`config.mk`:
```
export PLATFORM = sky130hd
export DESIGN_NAME = lstm_seq_ctrl
export DESIGN_NICKNAME = d
export VERILOG_FILES = /design/src/rtl/lstm_seq_ctrl.sv
export SDC_FILE = /design/constraint.sdc
export NUM_CORES = 2
export LEC_CHECK = 0
export CAP_MARGIN = 30
export CORE_AREA = 2 2 453 455
export CTS_CLUSTER_SIZE = 24
export DETAILED_ROUTE_END_ITERATION = 7
export DIE_AREA = 0 0 455 457
export GPL_ROUTABILITY_DRIVEN = 1
export PLACE_DENSITY_LB_ADDON = 0.05
export SLEW_MARGIN = 20
export SYNTH_ARGS = -nofsm -noshare
export SYNTH_HDL_FRONTEND = slang
export SYNTH_SLANG_ARGS = --single-unit
```
`constraint.sdc`:
```
create_clock -name clk -period 1.85 [get_ports clk]
set_input_delay 0.37 -clock clk [delete_from_list [all_inputs] [get_ports clk]]
set_output_delay 0.37 -clock clk [all_outputs]
set_load 0.02 [all_outputs]
```
`src/rtl/lstm_seq_ctrl.sv`:
```
// LSTM input sequencer: assembles NUM-word timestep vectors and drives core enable.
// Optional LSTM_SEQ_FRAME_CHECK_EN flags a misplaced i_last as a sticky o_err.
module lstm_seq_ctrl #(
  parameter int NUM      = 35,
  parameter int WIDTH    = 32,
  parameter int CALC_CYC = 4,
  parameter int STEP_W   = 16
) (
  input  logic                   clk,
  input  logic                   rst,
  input  logic                   i_valid,
  input  logic [WIDTH-1:0]       i_data,
  input  logic                   i_last,
  output logic                   o_ready,
  output logic [NUM*WIDTH-1:0]   o_x,
  output logic                   o_en,
  output logic                   o_sel,
  output logic [STEP_W-1:0]      o_step,
  output logic                   o_done,
  output logic                   o_err
);

  localparam int WW = (NUM > 1) ? $clog2(NUM) : 1;
  localparam int CW = (CALC_CYC > 1) ? $clog2(CALC_CYC) : 1;
  localparam logic [WW-1:0] W_LAST = WW'(NUM - 1);
  localparam logic [CW-1:0] C_LAST = CW'(CALC_CYC - 1);

  typedef enum logic [1:0] {
    LOAD,
    CALC,
    DONE
  } state_t;

  state_t                 state;
  state_t                 state_nx;
  logic [WW-1:0]          wcnt;
  logic [CW-1:0]          ccnt;
  logic                   last_q;
  logic [STEP_W-1:0]      step_q;
  logic                   sel_q;
  logic [NUM*WIDTH-1:0]   x_q;
  logic                   accept;
  logic                   w_end;
  logic                   c_end;
  logic                   en_c;
  logic                   done_c;

  // Ready depends only on state and reset, so accept is loop-free.
  assign accept = i_valid && rst && (state == LOAD);
  assign w_end  = (wcnt == W_LAST);
  assign c_end  = (ccnt == C_LAST);

  always_ff @(posedge clk) begin
    if (!rst) begin
      state <= LOAD;
    end else begin
      state <= state_nx;
    end
  end

  always_comb begin
    state_nx = state;
    en_c     = 1'b0;
    done_c   = 1'b0;
    unique case (state)
      LOAD: begin
        if (accept && w_end) begin
          state_nx = CALC;
        end
      end
      CALC: begin
        en_c = 1'b1;
        if (c_end) begin
          state_nx = last_q ? DONE : LOAD;
        end
      end
      DONE: begin
        done_c   = 1'b1;
        state_nx = LOAD;
      end
      default: state_nx = LOAD;
    endcase
  end

  always_ff @(posedge clk) begin
    if (!rst) begin
      wcnt   <= '0;
      ccnt   <= '0;
      last_q <= 1'b0;
      step_q <= '0;
      sel_q  <= 1'b1;
      x_q    <= '0;
    end else begin
      if (accept) begin
        x_q  <= {i_data, x_q[NUM*WIDTH-1:WIDTH]};
        wcnt <= w_end ? '0 : wcnt + 1'b1;
        if (w_end) begin
          last_q <= i_last;
        end
      end
      if (state == CALC) begin
        ccnt <= c_end ? '0 : ccnt + 1'b1;
        if (c_end && !last_q && (step_q != '1)) begin
          step_q <= step_q + 1'b1;
          sel_q  <= 1'b0;
        end
      end
      if (state == DONE) begin
        step_q <= '0;
        sel_q  <= 1'b1;
        last_q <= 1'b0;
      end
    end
  end

`ifdef LSTM_SEQ_FRAME_CHECK_EN
  logic err_q;

  always_ff @(posedge clk) begin
    if (!rst) begin
      err_q <= 1'b0;
    end else if (accept && i_last && !w_end) begin
      err_q <= 1'b1;
    end
  end

  assign o_err = err_q;
`else
  assign o_err = 1'b0;
`endif

  assign o_ready = rst && (state == LOAD);
  assign o_en    = rst && en_c;
  assign o_done  = rst && done_c;
  assign o_x     = x_q;
  assign o_step  = step_q;
  assign o_sel   = sel_q;

endmodule

```
# After elaboration in Yosys (flattened, before gate mapping)
# Cells that the tools add are included.
# W data, S select, Z words.
[totals]
register_bits = 1148
output_inout_bits = 1141
word_cells = 40
[classes]
n_addsub = 3
n_eq_ne = 7
n_mux = 8
n_bitwise = 1
reduce_logical = 14
[ops]
columns = ["operator", "n"]
rows = [
  ["$add A16 B1 Y16 const B", 1],
  ["$ne A16 B16 Y1 const B", 1],
  ["$logic_and A1 B1 Y1", 8],
  ["$mux W2", 4],
  ["$add A6 B1 Y6 const B", 1],
  ["$eq A6 B6 Y1 const B", 1],
  ["$mux W6", 1],
  ["$reduce_and A2 Y1", 3],
  ["$eq A2 B2 Y1 const B", 2],
  ["$pmux W2 S2", 1],
  ["$add A2 B1 Y2 const B", 1],
  ["$eq A2 B1 Y1 const B", 1],
  ["$logic_not A2 Y1", 1],
  ["$mux W1", 2],
  ["$ne A2 B1 Y1 const B", 1],
  ["$ne A2 B2 Y1 const B", 1],
  ["$reduce_or A2 Y1", 1],
  ["$logic_not A1 Y1", 1],
  ["$not A1 Y1", 1],
]

# Longest topological paths before layout
[logic_depth]
ltp_word = 5
depth_mapped = 9

# Worst setup path after synthesis
# Ideal clock, no wire load.
[synth_path]
path_kind = "register to register"
start = "reg step_q[0], in the netlist o_step[0]"
end = "reg step_q[15], in the netlist o_step[15]"
setup_ps = 129
arrival_time_ps = 1694
required_ps = 1721
path_slack_ps = 26
path_stages_with_launch = 6
n_path_buf = 0
synth_period_minus_slack_ps = 1824
path_cell_list = "dfxtp_1 ha_1 nand3_1 nor4_1 nor4_1 mux2i_1"
[synth_via]
elab_chain_len = 3
elab_cells_between_ends = 4
[synth_lines]
columns = ["element", "line", "text"]
rows = [
  ["from (decl)", "39", "logic [STEP_W-1:0] step_q;"],
  ["from (signal assigned)", "104", "step_q <= step_q + 1'b1;"],
  ["branches (longest 3 deep; another with $add A16 B1 Y16)", "-", ""],
]
# Parallel ways; which one is timed is not known.
# A chain may end at the register's enable or synchronous reset.

# Final worst setup path
[layout_path]
start = "reg state[1]"
end = "out o_done"
[layout_via]
elab_chain_len = 3
[layout_lines]
columns = ["element", "line", "text"]
rows = [
  ["from (decl)", "34", "state_t state;"],
  ["from (signal assigned)", "57", "state <= state_nx;"],
  ["$eq A2 B2 Y1", "65", "unique case (state)"],
  ["$mux W1", "65", ""],
  ["$logic_and A1 B1 Y1", "134", "assign o_done = rst && done_c;"],
  ["to (decl)", "19", "output logic o_done,"],
]
# Every way passes these cells.

==> impl_metrics.py <==
metrics = {
    "status": {
        "status": "finished, violations left",
        "violations": "setup timing",
    },
    "finish": {
        "syn_to_final_growth_pct": 42.9,
        "layout.core_utilization": 0.277,
        "nNetsFinal": 6279,
        "fillers": 22648,
        "finalInstanceArea_um2": 56300,
        "post_route_cells_drive_above_1_share": 0.293,
    },
    "hold_path": {
        "hold_path_class": "in -> reg",
    },
    "timing": {
        "achievable-frequency_ghz": 0.522,
        "final.setup.worst_slack_ps": -66.8,
        "timing.slew.headroom": 0.548,
        "setup_viol": 3,
        "period_share": 1.04,
        "period_needed_ps": 1920,
        "worst_clock_skew_ps": 19.8,
        "rsz0062_at_grt": "true",
        "worst_pin_slew_ps": 678,
        "finalSetupTns_ps": -159,
        "final_hold_violation_count": 0,
        "final-max-slew-violation-count": 0,
    },
    "grt": {
        "largest_net_degree_at_the_start_of_global_routing": 114,
        "initial_antenna_violation_count": 1,
        "grt_pass1_wl_mm": 277,
        "grt_usage": 0.182,
        "first_global_vias": 36642,
        "grt_overflow": 0,
    },
    "yosys": {
        "syn_area_per_cell_um2": 7.86,
        "synthMostInstantiatedCell": "nand2_1",
        "post_synth_inst_count": 5015,
        "syn_nets": 5055,
        "synthDominantAreaCellType": "dfxtp_1",
        "synth_area_um2": 39400,
        "area_contributors_post_synth": "dfxtp_1 58%, nand2_1 21%, o21ai_0 14%",
        "synth_sequential_area_ratio": 0.583,
        "synthArstFlopShare": 0,
        "yosys.cell_types.count": 45,
        "synth_top_cells_by_count": "2,256 x nand2_1, 1,148 x dfxtp_1, 1,125 x o21ai_0",
        "synth-edff-count": 0,
        "synth.top_cell.area_share": 0.583,
        "synthFlopType": "dfxtp_1",
        "syn_warnings": 0,
        "synth.ff_latch_count": 1148,
    },
    "worst_setup_path": {
        "crit_start": "state[1]$_SDFFE_PN0P_",
        "cp_top_family": "flip-flops",
        "crit_path_top_delay_cell": "dfxtp_4",
        "number_of_buffer_and_inverter_stages_on_the_critical_path": 2,
        "crit-reg2reg-launch": "state[1]$_SDFFE_PN0P_",
        "crit_type": "reg -> out",
        "crit_path_end": "o_done",
        "cp.required_ps": 1480,
        "critical-path-max-stage-delay_ps": 360,
        "critical_path.max_fanout": 4,
        "timing.critical_path.to_type": "output pin",
        "r2r_setup_slack_ps": 60,
        "cp.depth": 3,
        "worstReg2RegEnd": "o_step[7]$_SDFFE_PP0P_",
        "path_cells": "buf_4, and3_4, buf_12",
        "startpoint_type_of_the_worst_setup_path": "register",
        "worst_ep_arrival_time_ps": 1550,
        "r2r_worst_path_depth": 5,
    },
    "detailed_routing": {
        "drt_first_iter_violations": 2005,
        "drt_pre_antenna_iters": 5,
        "final_antenna_net_count": 0,
        "via_per_inst": 4.13,
        "num_vias": 37322,
        "drt_wl_total_mm": 196,
        "routed_wirelength_normalized_by_instance_count_um": 21.7,
        "drc": 0,
    },
    "die": {
        "floorplan.initialDensity": 0.194,
        "top_level_ports": 1177,
        "floorplan.rows": 166,
        "fp.dieArea_um2": 208000,
        "core_footprint_um2": 203000,
        "die_width_um": 455,
        "fp.dieH_um": 457,
    },
    "clocking": {
        "clk_path_buf_depth": 3,
        "worst_setup_hold_path_clk_slew_ps": 50,
        "insertion_delay_ps": 790,
        "root_buffer": "clkbuf_16",
        "clock_tree.htree_level_count": 4,
        "clock_sinks": 1148,
        "tritoncts": "yes",
        "cts_buffers": 147,
    },
    "placement": {
        "detailed_place.area_um2": 56100,
        "gp_routability_congestion": 0.804,
        "hpwlAfterDp_mm": 151,
        "buffer_ports.inserted": 1175,
    },
    "power": {
        "p_leak_uw": 0.0230,
        "ir_drop_v": 0.000918,
        "power_per_cell_area_nw_per_um2": 996,
    },
    "job": {
        "max_cap_violations": 0,
    },
}
final cells by class:
cell class | instances | area [um^2] | area share
multi-input cells | 3481 | 14900 | 0.264
well taps | 2688 | 3360 | 0.0597
repair buffers | 1454 | 9940 | 0.176
inverters | 7 | 26.3 | 0.000466
flip-flops and latches | 1148 | 23300 | 0.413
diodes | 1 | 2.50 | 0.0000444
clock inverters | 22 | 264 | 0.00469
clock buffers | 242 | 4570 | 0.0812
flip-flops by register name, indices dropped and copies added (netlist names):
name / flops
last_q: 1
state: 2
o_x: 1120
o_sel: 1
ccnt: 2
wcnt: 6
o_step: 16
layer usage:
metal | wire length [um] | GRT usage | up-vias
met5 | 0 | 0 | -
met4 | 4790 | 0.0448 | 0
met3 | 12900 | 0.0541 | 211
met2 | 98800 | 0.325 | 837
met1 | 80000 | 0.211 | 17604
li1 | - | - | 18670
worst min-delay path, stage by stage:
cell and delay (ps):
buf_8 130, buf_12 170, nand2_1 80, o21ai_0 60
logic make-up (layout without fill, tap and decap cells):
kind of cell / Yosys count / in the layout / synth area share
and+or+nand+nor: 2312 / 2312 / 0.224
AOI/OAI and AO/OA: 1153 / 1153 / 0.148
DFF: 1148 / 1148 / 0.583
buffers and inverters: 386 / 1725 / 0.0413
muxes: 6 / 6 / 0.00152
xor gates and xnor gates: 5 / 5 / 0.00111
adders and majority gates: 4 / 4 / 0.00127
other: 1 / 2 / 0.0000951
layout by cell type (no fill, tap or decap), types with 5 or more instances in the layout:
master,count
dfxtp_4,7
clkbuf_8,41
buf_2,867
dfxtp_1,935
buf_12,90
dfxtp_2,206
buf_6,23
clkbuf_16,153
a21oi_1,12
clkbuf_4,7
o21ai_0,1125
nand2_1,2255
nor2_1,12
buf_4,379
nand4_1,5
nand3_1,5
clkbuf_1,48
clkdlybuf4s50_1,34
clkbuf_2,49
clkinv_2,9
inv_1,7
mux2i_1,6
timing repair:
action	4_1_cts	5_1_grt
resized for setup	5278	146
pin swaps	1	3
gates cloned	0	0
setup endpoints to repair	1142	95
buffers inserted	2	2
endpoints found under the hold margin	4	0
hold buffers	4	0
report_power, final:
| group | switching (uW) | internal [uW] | leakage, uW |
|---|---|---|---|
| logic | 1550 | 686 | 0.0113 |
| clock network | 11700 | 17200 | 0.00237 |
| registers | 112 | 24800 | 0.00936 |
metrics by stage:
step                power (uW)  instances  hold WS (ps)  setup slack [ps]
finish                   56100       9043           114             -66.8
global placement         27900       8771           445              -412
CTS                      57300       9041          33.2              -259
detailed placement       27900       8771           451              -432
floorplan                26700       5015           465              26.4
global route             58400       9043          74.0              -167
worst min-delay path by stage:
stage / start / end / slack, ps / cells after the start
after detailed placement: o_x[10]$_SDFFE_PN0P_ / o_x[10]$_SDFFE_PN0P_ / 450 / 2
final: rst / o_x[564]$_SDFFE_PN0P_ / 110 / 4
after CTS: rst / o_x[564]$_SDFFE_PN0P_ / 30 / 4
after floorplan: wcnt[1]$_SDFFE_PN0P_ / wcnt[1]$_SDFFE_PN0P_ / 470 / 2
after global routing: rst / o_x[561]$_SDFFE_PN0P_ / 70 / 4
after global placement: o_x[17]$_SDFFE_PN0P_ / o_x[17]$_SDFFE_PN0P_ / 440 / 2
Note: power is estimated with default switching activity, not from simulation.
